`config.mk`:
```
export PLATFORM = sky130hd
export DESIGN_NAME = stream_phase_profiler_flat
export DESIGN_NICKNAME = d
export VERILOG_FILES = /design/src/rtl/stream_profiler_pkg.sv /design/src/rtl/stream_phase_profiler_if.sv /design/src/rtl/stream_phase_profiler_sat_counter.sv /design/src/rtl/stream_phase_profiler.sv /design/src/flat_wrapper.sv
export SDC_FILE = /design/constraint.sdc
export NUM_CORES = 1
export LEC_CHECK = 0
export ABC_AREA = 1
export CORE_MARGIN = 2
export CORE_UTILIZATION = 45
export CTS_CLUSTER_DIAMETER = 60
export CTS_CLUSTER_SIZE = 28
export DETAILED_ROUTE_END_ITERATION = 8
export GPL_TIMING_DRIVEN = 0
export PLACE_DENSITY = 0.82
export SLEW_MARGIN = 10
export SYNTH_ARGS = -nofsm -noshare
export SYNTH_HDL_FRONTEND = slang
export SYNTH_SLANG_ARGS = --single-unit
```
`constraint.sdc`:
```
create_clock -name clk -period 2 [get_ports clk]
set_clock_uncertainty 0.1 [all_clocks]
set_input_delay 0.3 -clock clk [delete_from_list [all_inputs] [get_ports clk]]
set_output_delay 0.3 -clock clk [all_outputs]
set_load 0.005 [all_outputs]
```
`src/rtl/stream_profiler_pkg.sv`:
```
// Shared definitions for the stream phase profiler: phase encoding and default token.
package stream_profiler_pkg;

    typedef enum logic [2:0] {
        PH_IDLE  = 3'd0,
        PH_WRITE = 3'd1,
        PH_GAP   = 3'd2,
        PH_READ  = 3'd3,
        PH_DONE  = 3'd4
    } phase_e;

    localparam logic [16:0] DEFAULT_DONE_TOKEN = 17'h10100;

endpackage

```
`src/rtl/stream_phase_profiler_if.sv`:
```
// Passive tap bundle for the producer and consumer streams watched by the profiler.
interface stream_phase_profiler_if #(
    parameter int DATA_W  = 17,
    parameter int NUM_IN  = 2,
    parameter int NUM_OUT = 2
) ();

    logic [NUM_IN-1:0][DATA_W-1:0]  in_data;
    logic [NUM_IN-1:0]              in_valid;
    logic [NUM_IN-1:0]              in_ready;
    logic [NUM_OUT-1:0][DATA_W-1:0] out_data;
    logic [NUM_OUT-1:0]             out_valid;
    logic [NUM_OUT-1:0]             out_ready;

    modport master (
        output in_data, in_valid, in_ready,
        output out_data, out_valid, out_ready
    );

    modport slave (
        input in_data, in_valid, in_ready,
        input out_data, out_valid, out_ready
    );

endinterface

```
`src/rtl/stream_phase_profiler_sat_counter.sv`:
```
// Saturating up-counter with synchronous clear, enable-gated increment and sticky overflow flag.
module sat_counter #(
    parameter int WIDTH = 32
) (
    input  logic             clk,
    input  logic             clear,
    input  logic             en,
    input  logic             inc,
    output logic [WIDTH-1:0] count,
    output logic             sat
);

    function automatic logic [WIDTH-1:0] sat_inc(input logic [WIDTH-1:0] v);
        return (&v) ? v : v + 1'b1;
    endfunction

    always_ff @(posedge clk) begin
        if (clear) begin
            count <= '0;
            sat   <= 1'b0;
        end else if (en && inc) begin
            count <= sat_inc(count);
            if (&count) sat <= 1'b1;
        end
    end

endmodule

```
`src/rtl/stream_phase_profiler.sv`:
```
// Observes a write/gap/read streaming job and reports per-phase cycle counts.
// Optional per-consumer stall counters are built when PROFILER_STALL_CNT_EN is defined.
module stream_phase_profiler
    import stream_profiler_pkg::*;
#(
    parameter int                DATA_W     = 17,
    parameter int                NUM_IN     = 2,
    parameter int                NUM_OUT    = 2,
    parameter int                CNT_W      = 32,
    parameter logic [DATA_W-1:0] DONE_TOKEN = DATA_W'(DEFAULT_DONE_TOKEN)
) (
    input  logic                    clk,
    input  logic                    rst,
    input  logic                    clk_en,
    stream_phase_profiler_if.slave  taps,
    input  logic [15:0]             cfg_wait_gap,
    output logic [CNT_W-1:0]        write_cycles,
    output logic [CNT_W-1:0]        gap_cycles,
    output logic [CNT_W-1:0]        read_cycles,
    output logic [2:0]              phase,
    output logic                    done,
    output logic                    saturated
`ifdef PROFILER_STALL_CNT_EN
    ,
    output logic [NUM_OUT-1:0][CNT_W-1:0] stall_cycles
`endif
);

    phase_e               state_q, state_d;
    logic [15:0]          gap_q;
    logic                 rd_seen_q, rd_seen, rd_any;
    logic [NUM_OUT-1:0]   done_bits_q, tok_rd;
    logic                 tok_wr;
    logic                 wr_inc, gap_inc, rd_inc;
    logic                 sat_wr, sat_gap, sat_rd, sat_stall;

    assign tok_wr = taps.in_valid[0] & taps.in_ready[0] & (taps.in_data[0] == DONE_TOKEN);

    always_comb begin
        tok_rd = '0;
        for (int j = 0; j < NUM_OUT; j++) begin
            tok_rd[j] = taps.out_valid[j] & taps.out_ready[j] & (taps.out_data[j] == DONE_TOKEN);
        end
    end

    // A single-channel producer has no read-request channel, so the read side counts as always seen.
    if (NUM_IN > 1) begin : g_rd_multi
        assign rd_any  = |taps.in_valid[NUM_IN-1:1];
        assign rd_seen = rd_seen_q;
    end else begin : g_rd_single
        assign rd_any  = 1'b0;
        assign rd_seen = 1'b1;
    end

    always_comb begin
        state_d = state_q;
        wr_inc  = 1'b0;
        gap_inc = 1'b0;
        rd_inc  = 1'b0;
        case (state_q)
            PH_IDLE: begin
                if (taps.in_valid[0]) begin
                    state_d = PH_WRITE;
                    wr_inc  = 1'b1;
                end
            end
            PH_WRITE: begin
                wr_inc = 1'b1;
                if (tok_wr) state_d = PH_GAP;
            end
            PH_GAP: begin
                gap_inc = 1'b1;
                if (gap_q == '0 && rd_seen) state_d = PH_READ;
            end
            PH_READ: begin
                rd_inc = ~(&done_bits_q);
                if (&(done_bits_q | tok_rd)) state_d = PH_DONE;
            end
            default: ;
        endcase
    end

    always_ff @(posedge clk) begin
        if (rst) begin
            state_q     <= PH_IDLE;
            gap_q       <= '0;
            rd_seen_q   <= 1'b0;
            done_bits_q <= '0;
        end else if (clk_en) begin
            state_q   <= state_d;
            rd_seen_q <= rd_seen_q | rd_any;
            if (state_q == PH_WRITE && state_d == PH_GAP) begin
                gap_q <= cfg_wait_gap;
            end else if (state_q == PH_GAP && gap_q != '0) begin
                gap_q <= gap_q - 1'b1;
            end
            if (state_q == PH_READ) done_bits_q <= done_bits_q | tok_rd;
        end
    end

    sat_counter #(.WIDTH(CNT_W)) u_write_cnt (
        .clk(clk), .clear(rst), .en(clk_en), .inc(wr_inc), .count(write_cycles), .sat(sat_wr)
    );
    sat_counter #(.WIDTH(CNT_W)) u_gap_cnt (
        .clk(clk), .clear(rst), .en(clk_en), .inc(gap_inc), .count(gap_cycles), .sat(sat_gap)
    );
    sat_counter #(.WIDTH(CNT_W)) u_read_cnt (
        .clk(clk), .clear(rst), .en(clk_en), .inc(rd_inc), .count(read_cycles), .sat(sat_rd)
    );

`ifdef PROFILER_STALL_CNT_EN
    logic [NUM_OUT-1:0] sat_st;
    for (genvar j = 0; j < NUM_OUT; j++) begin : g_stall
        sat_counter #(.WIDTH(CNT_W)) u_stall_cnt (
            .clk   (clk),
            .clear (rst),
            .en    (clk_en),
            .inc   ((state_q == PH_READ) & taps.out_valid[j] & ~taps.out_ready[j]),
            .count (stall_cycles[j]),
            .sat   (sat_st[j])
        );
    end
    assign sat_stall = |sat_st;
`else
    assign sat_stall = 1'b0;
`endif

    assign phase     = state_q;
    assign done      = (state_q == PH_DONE);
    assign saturated = sat_wr | sat_gap | sat_rd | sat_stall;

endmodule
```
`src/flat_wrapper.sv`:
```
// flat-port wrapper written by rule: the top's interface ports become plain ports
module stream_phase_profiler_flat import stream_profiler_pkg::*;
#(
    parameter int                DATA_W     = 17,
    parameter int                NUM_IN     = 2,
    parameter int                NUM_OUT    = 2,
    parameter int                CNT_W      = 32,
    parameter logic [DATA_W-1:0] DONE_TOKEN = DATA_W'(DEFAULT_DONE_TOKEN)
)
  (clk, rst, clk_en, cfg_wait_gap, write_cycles, gap_cycles, read_cycles, phase, done, saturated, taps_in_data, taps_in_valid, taps_in_ready, taps_out_data, taps_out_valid, taps_out_ready);
  stream_phase_profiler_if #(.DATA_W(DATA_W), .NUM_IN(NUM_IN), .NUM_OUT(NUM_OUT)) taps_i ();
  input  logic clk;
  input  logic rst;
  input  logic clk_en;
  input  logic [15:0] cfg_wait_gap;
  output logic [CNT_W-1:0] write_cycles;
  output logic [CNT_W-1:0] gap_cycles;
  output logic [CNT_W-1:0] read_cycles;
  output logic [2:0] phase;
  output logic done;
  output logic saturated;
  input wire logic [$bits(taps_i.in_data)-1:0] taps_in_data;
  input wire logic [$bits(taps_i.in_valid)-1:0] taps_in_valid;
  input wire logic [$bits(taps_i.in_ready)-1:0] taps_in_ready;
  input wire logic [$bits(taps_i.out_data)-1:0] taps_out_data;
  input wire logic [$bits(taps_i.out_valid)-1:0] taps_out_valid;
  input wire logic [$bits(taps_i.out_ready)-1:0] taps_out_ready;
  assign taps_i.in_data = taps_in_data;
  assign taps_i.in_valid = taps_in_valid;
  assign taps_i.in_ready = taps_in_ready;
  assign taps_i.out_data = taps_out_data;
  assign taps_i.out_valid = taps_out_valid;
  assign taps_i.out_ready = taps_out_ready;
  stream_phase_profiler #(.DATA_W(DATA_W), .NUM_IN(NUM_IN), .NUM_OUT(NUM_OUT), .CNT_W(CNT_W), .DONE_TOKEN(DONE_TOKEN)) u_core (.clk(clk), .rst(rst), .clk_en(clk_en), .taps(taps_i), .cfg_wait_gap(cfg_wait_gap), .write_cycles(write_cycles), .gap_cycles(gap_cycles), .read_cycles(read_cycles), .phase(phase), .done(done), .saturated(saturated));
endmodule
```
==> results.md, run 1 <==
- Status: complete, no violations
- YS warnings: 0
- Post-route cell area: 11100 sq um
- Kind of critical path: flop to output pin
- H-tree depth: 4
- Slew Limit Headroom: 39.3%
- MaxCap Viol Count: 0
- Area leader, netlist: dfxtp_1
- Avg Cell Area, Syn: 5.91 sq um
- Worst Path Max Fanout: 5
- Async SR Flop Fraction: 0%
- Top cells by area, synth: dfxtp_1, nand2_1, nor2_1
- Gr usage total: 25.8%
- Main synth FF type: dfxtp_1
- Most common cell after layout, fill and taps aside: nand2_1
- First-pass GRT wire length: 41.5 mm
- Leakage power total: 4.36 nW
- Die area: 19500 sq um
- Setup-failing EPs final: 0
- GPL Wtd Cong: 0.919
- Cell Pwr Density: 619 nW/um^2
- Worst-path clk slew: 0.06 ns
- Clock Path Buffers: 2
- Worst EP required: 1.60 ns
- Hold Crit Class: input port to flop
- Worst Setup Start Kind: flop
- DR iter-0 viols: 778
- Initial antenna violation count: 0
- Delay-heaviest family, CP: buffers and inverters
- Final HPWL DP: 19.3 mm
- Fin. Hold Viols: 0
- WL final: 25.6 mm
- CP Capture Type: output pin
- Post-route ant nets: 0
- Die Y: 140 microns
- Max-slew violation count: 0
- # rows: 49
- Seq/Total Area, Yosys: 29.3%
- VDD IR max: 0.000640 V
- Via count of the first global-routing pass: 8670
- Area of the core: 18000 sq um
- Largest net degree at the start of global routing: 17
- Placed inst area: 10300 sq um
- Layout cells sized above 1: 8.91%
- Worst path max stage delay: 0.60 ns
- Commonest non-fill, non-tap cells in the layout: nand2_1, nor2_1, clkdlybuf4s50_1
- First-pass DRT Iterations: 6
- Routed wire per std cell: 13.8 microns
- Mapped Cells: 1400
- Synth cell types: 32
- CP arrival: 1.52 ns
- Clock latency at the later pin of the worst-skew pair: 0.42 ns
- Vias per cell: 5.15
- Total grt overflow: 0
- Die span in x: 140 microns
- Pwr Total: 6.90 mW
- Tmin final: 1.92 ns
- Syn_nets: 1500
- Port Buffers: 177
- Inserted Clock Buffers: 17
- Hold slack: 0.190 ns
- Final setup TNS: 0 ns
- Net count, final: 1704
- Post-synth EDFFs: 0
- Total clock sinks: 121
- Worst-margin pin slew: 0.911 ns
- CTS Root Cell: clkbuf_16
- Diodes inserted: 0
- Crit-path cells: clkdlybuf4s50_1
- Crit share post-route: 95.9%
- Vias: 9502
- Boundary Pins: 196
- FF+latch count, synth: 121
- Drt drc: 0
- CTS tree: yes
- Highest Clock Rate: 0.521 GHz
- Crit-path slowest cell: clkdlybuf4s50_1
- Yosys top cell area share: 29.3%
- Syn-to-layout area delta: 34.8%
- Syn Std Cell Area: 8270 sq um
- Initial core utilization: 45.9%
- Crit path buffers/inverters: 1
## registers in the layout, indices dropped and copies added, names as in the netlist
| signal | count |
|---|---|
| u_core.u_gap_cnt.count | 32 |
| u_core.u_read_cnt.count | 32 |
| u_core.u_write_cnt.count | 32 |
| u_core.gap_q | 16 |
| u_core.phase | 3 |
| u_core.done_bits_q | 2 |
| u_core.rd_seen | 1 |
| u_core.u_gap_cnt.sat | 1 |
| u_core.u_read_cnt.sat | 1 |
| u_core.u_write_cnt.sat | 1 |
## Yosys cell counts (2+ instances only)
master and number:
nor3_2 3, nor2_4 8, nand3b_1 32, nand2_2 6, buf_2 4, nand3_1 57
nor2_2 7, a21oi_1 106, nand2_4 4, dfxtp_1 121, nor3_1 12, ha_1 5
nand2_1 571, nor3b_1 2, inv_2 9, clkbuf_1 16, nor2_1 217, xor2_1 37
buf_6 16, inv_1 103, a21oi_2 2, nand4_1 23, o21ai_0 18, xnor2_1 13
## final timing paths
check,cells past startpoint,endpoint,slack (ns),startpoint
worst max register to register,9,u_core.u_write_cnt.count[26],0.13,u_core.phase[0]
worst min-delay path,3,u_core.rd_seen,0.19,clk_en
worst min register to register,2,u_core.u_gap_cnt.sat,0.36,u_core.u_gap_cnt.sat
worst max-delay path,1,phase[1],0.08,u_core.phase[1]
## metrics by stage
| stage | setup WS [ns] | cells | util (%) |
|---|---|---|---|
| after detailed placement | -0.467 | 1806 | 57.3 |
| final | 0.0814 | 1846 | 61.8 |
| after CTS | 0.0114 | 1839 | 60.9 |
| after global routing | -0.0161 | 1846 | 61.8 |
| after global placement | -0.449 | 1806 | 57.3 |
| after floorplan | 0.156 | 1400 | - |
## layer usage
metal / global-route usage [%] / part of all wire, % / vias up
met5: 0 / 0 / -
met1: 32.9 / 43 / 4272
met4: 9.74 / 2.5 / 0
li1: - / - / 4818
met3: 4.89 / 6.9 / 55
met2: 43.3 / 47 / 357
## what timing repair did
item / 4_1_cts / 5_1_grt
hold buffers: 0 / 0
gates resized for setup: 9 / 54
endpoints found under the setup margin: 71 / 109
buffers inserted: 1 / 7
pin swaps: 1 / 4
## where the power goes
part           switching, mW  leakage [nW]  internal, mW
Sequential            0.0482         0.990          2.45
Combinational          0.678          3.09         0.529
Clock                   1.17         0.281          2.02
Total                   1.90          4.36          5.00
## tightest hold or removal path, stage by stage
cell            delay, ns
dlymetal6s2s_1       0.20
nand2_1              0.10
a21oi_1              0.06
## cell type report
type,instances,area [sq um]
buffer,37,279
clock buffer,21,460
tap,229,287
inverter,112,420
clock inverter,11,146
sequential,121,2460
multi-input combinational,1130,5260
fill,1696,6880
timing repair buffer,185,1830
## cell families (layout without fill, tap and decap cells)
kind of cell	count (synthesis)	after routing	share of synthesized area, %
AND/OR/NAND/NOR	948	948	48.6
buffers and inverters	149	366	8.32
AO/OA/AOI/OAI	127	127	7.78
flip-flops	121	121	29.3
XOR/XNOR	50	50	5.30
adder cells (fa/ha/maj)	5	5	0.756
(Power assumes the default switching activity.)
==> run 2, diff against run 1 <==
CORE_UTILIZATION = 51   (was 45)
PLACE_DENSITY = 0.91   (was 0.82)
==> results.md, run 2 (same netlist as run 1, synthesis figures left out) <==
- Initial antenna violation count: 0 (unchanged)
- Dpl ws: -0.468 ns (-0.00106 ns)
- Drt drc: 0 (unchanged)
- Final HPWL DP: 19.1 mm (-1.1%)
- WL final: 25.2 mm (-1.4%)
- CP Capture Type: flop
- Gr usage total: 28.7% (+3.0 points)
- Crit-path slowest cell: dfxtp_4
- Reg-to-reg startpoint: u_core.u_gap_cnt.count[0]
- Net count, final: 1704 (unchanged)
- Reg-to-Reg End: u_core.u_gap_cnt.count[19]
- Layout cells sized above 1: 8.29% (-0.62 points)
- Die area: 17300 sq um (-11%)
- Post-route ant nets: 0 (unchanged)
- Worst Path Max Fanout: 10 (+5)
- Filler cells: 1403 (-17%)
- Worst-margin pin slew: 0.855 ns (-0.0563 ns)
- Initial core utilization: 52.1% (+6.2 points)
- Hold Crit Class: flop to flop
- Hold EP: u_core.u_write_cnt.sat
- Syn-to-layout area delta: 35.0%
- MaxCap Viol Count: 0 (unchanged)
- Total clock sinks: 121 (unchanged)
- Largest net degree at the start of global routing: 17 (unchanged)
- Reg2Reg Depth: 11 (+2)
- Worst Setup Start Kind: flop
- Hold path depth: 2 (-1)
- Area of the core: 15900 sq um (-12%)
- Placed inst area: 10300 sq um (-0.16%)
- Kind of critical path: flop to flop
- DR iter-0 viols: 775 (-0.39%)
- Vias per cell: 5.25 (+2.0%)
- Status: complete, no violations
- Fin. Hold Viols: 0 (unchanged)
- Cell Pwr Density: 640 nW/um^2 (+3.4%)
- Port Buffers: 177 (unchanged)
- Setup-failing EPs final: 0 (unchanged)
- GPL Wtd Cong: 0.948 (+3.1%)
- CTS tree: yes
- Crit share post-route: 95.6% (-0.31 points)
- Most common cell after layout, fill and taps aside: nand2_1
- Via count of the first global-routing pass: 8640 (-0.35%)
- Reg-to-reg setup timing slack: 0.09 ns (-0.04 ns)
- Worst EP required: 2.19 ns (+0.59 ns)
- Setup WS post-layout: 0.0876 ns (+0.00623 ns)
- Die span in x: 131 microns (-5.9%)
- Top flop regs: u_core.u_gap_cnt.count (32), u_core.u_read_cnt.count (32), u_core.u_write_cnt.count (32)
- Highest Clock Rate: 0.523 GHz (+0.33%)
- # rows: 46 (-6.1%)
- Commonest non-fill, non-tap cells in the layout: nand2_1, nor2_1, clkdlybuf4s50_1
- H-tree depth: 4 (unchanged)
- Clock Path Buffers: 2 (unchanged)
- First-pass GRT wire length: 41.0 mm (-1.0%)
- CTS hold repair buffers: 0 (unchanged)
- Post-route cell area: 11200 sq um (+0.16%)
- Clock latency at the later pin of the worst-skew pair: 0.43 ns (about the same)
- Tmin final: 1.91 ns (-0.00623 ns)
- Worst path max stage delay: 0.39 ns (-0.21 ns)
- CTS Root Cell: clkbuf_16
- Worst-path clk slew: 0.06 ns (about the same)
- Crit-path cells: ha_4 > inv_2 > nor2_4 > nand2_2 > nor2_2 > nand2_1 > nand2_4 > inv_2 > buf_6 > nand2_1 > a21oi_1
- VDD IR max: 0.000591 V (-7.6%)
- Routed wire per std cell: 13.8 microns (-0.71%)
- Hold Path Origin: u_core.u_write_cnt.sat
- Inserted Clock Buffers: 17 (unchanged)
- Max-slew violation count: 0 (unchanged)
- Leakage power total: 4.36 nW (about the same)
- Die Y: 131 microns (-5.9%)
- First-pass DRT Iterations: 5 (-1)
- CP arrival: 2.11 ns (+0.59 ns)
- Boundary Pins: 196 (unchanged)
- Vias: 9626 (+1.3%)
- Diodes inserted: 0 (unchanged)
- Total grt overflow: 0 (unchanged)
- Slew Limit Headroom: 43.0% (+3.8 points)
## run 2: cell types whose count changed in the layout (fill, tap and decap cells not counted), sizes merged
| cell | delta |
|---|---|
| buf | +3 |
| bufinv | +2 |
| clkbuf | -3 |
| clkdlybuf4s50 | +1 |
| clkinv | -1 |
| clkinvlp | -2 |
| dlymetal6s2s | -1 |
| inv | +1 |
## run 2: how the worst max path moves through the flow
stage	start	endpoint	slack, ns	cells past startpoint
floorplan	u_core.u_gap_cnt.count[0]	u_core.u_gap_cnt.count[0]	0.16	11
detailed placement	taps_in_valid[0]	u_core.gap_q[7]	-0.47	10
global route	taps_in_data[11]	u_core.phase[0]	-0.01	12
finish	u_core.u_gap_cnt.count[0]	u_core.u_gap_cnt.count[19]	0.09	11
CTS	u_core.u_read_cnt.count[0]	u_core.u_read_cnt.count[14]	0.003	11
global placement	taps_in_valid[0]	u_core.gap_q[15]	-0.35	10
## run 2: repair_timing
item / in CTS / in global routing
pin swaps: 2 / 4
resized for setup: 10 / 43
endpoints found under the hold margin: 0 / 0
endpoints found under the setup margin: 71 / 110
buffers inserted: 1 / 7
## run 2: worst max-delay path, delay by kind of cell, from the launching register on
kind | cells | cell delay (ns)
compound gates | 1 | 0.06
flops | 1 | 0.39
buf+inv | 3 | 0.30
fa+ha+maj | 1 | 0.18
simple gates | 6 | 0.73
## run 2: area by class of cell
type | count | area, sq um | share of cell area [%]
sequential | 121 | 2460 | 22.0
buffer | 37 | 278 | 2.49
clock buffer | 21 | 470 | 4.21
multi-input combinational | 1130 | 5250 | 47.0
tap | 216 | 270 | 2.42
timing repair buffer | 185 | 1830 | 16.4
clock inverter | 11 | 191 | 1.71
inverter | 112 | 420 | 3.77
## run 2: power breakdown
part | total, mW | internal [mW] | switching [mW]
Combinational | 1.21 | 0.530 | 0.675
Clock | 3.44 | 2.31 | 1.14
Sequential | 2.50 | 2.45 | 0.0493
## run 2: stage by stage
stage                     setup TNS, ns  utilization (%)  hold slack [ns]  power [mW]  std cells
after floorplan                       0                -            0.335        3.35       1400
after global placement           -18.11             64.9            0.344        3.68       1793
after detailed placement         -23.59             64.9            0.349        3.70       1793
after CTS                             0             69.3            0.358        7.13       1826
after global routing            -0.0169             70.3            0.380        7.47       1833
final                                 0             70.3            0.357        7.14       1833
## run 2: metal layers
metal / global-route usage (%) / wire (microns) / share of wire (%) / up-vias
met2: 49.2 / 11900 / 47 / 385
li1: - / - / - / 4802
met3: 5.56 / 1790 / 7.1 / 71
met5: 0 / 0 / 0 / -
met4: 10.9 / 824 / 3.3 / 0
met1: 35.8 / 10700 / 42 / 4368
==> run 3, diff against run 2 <==
CTS_CLUSTER_DIAMETER = unset   (was 60)
==> results of run 3 <==
The final DEF is identical to that of run 2; final timing and power are the same.
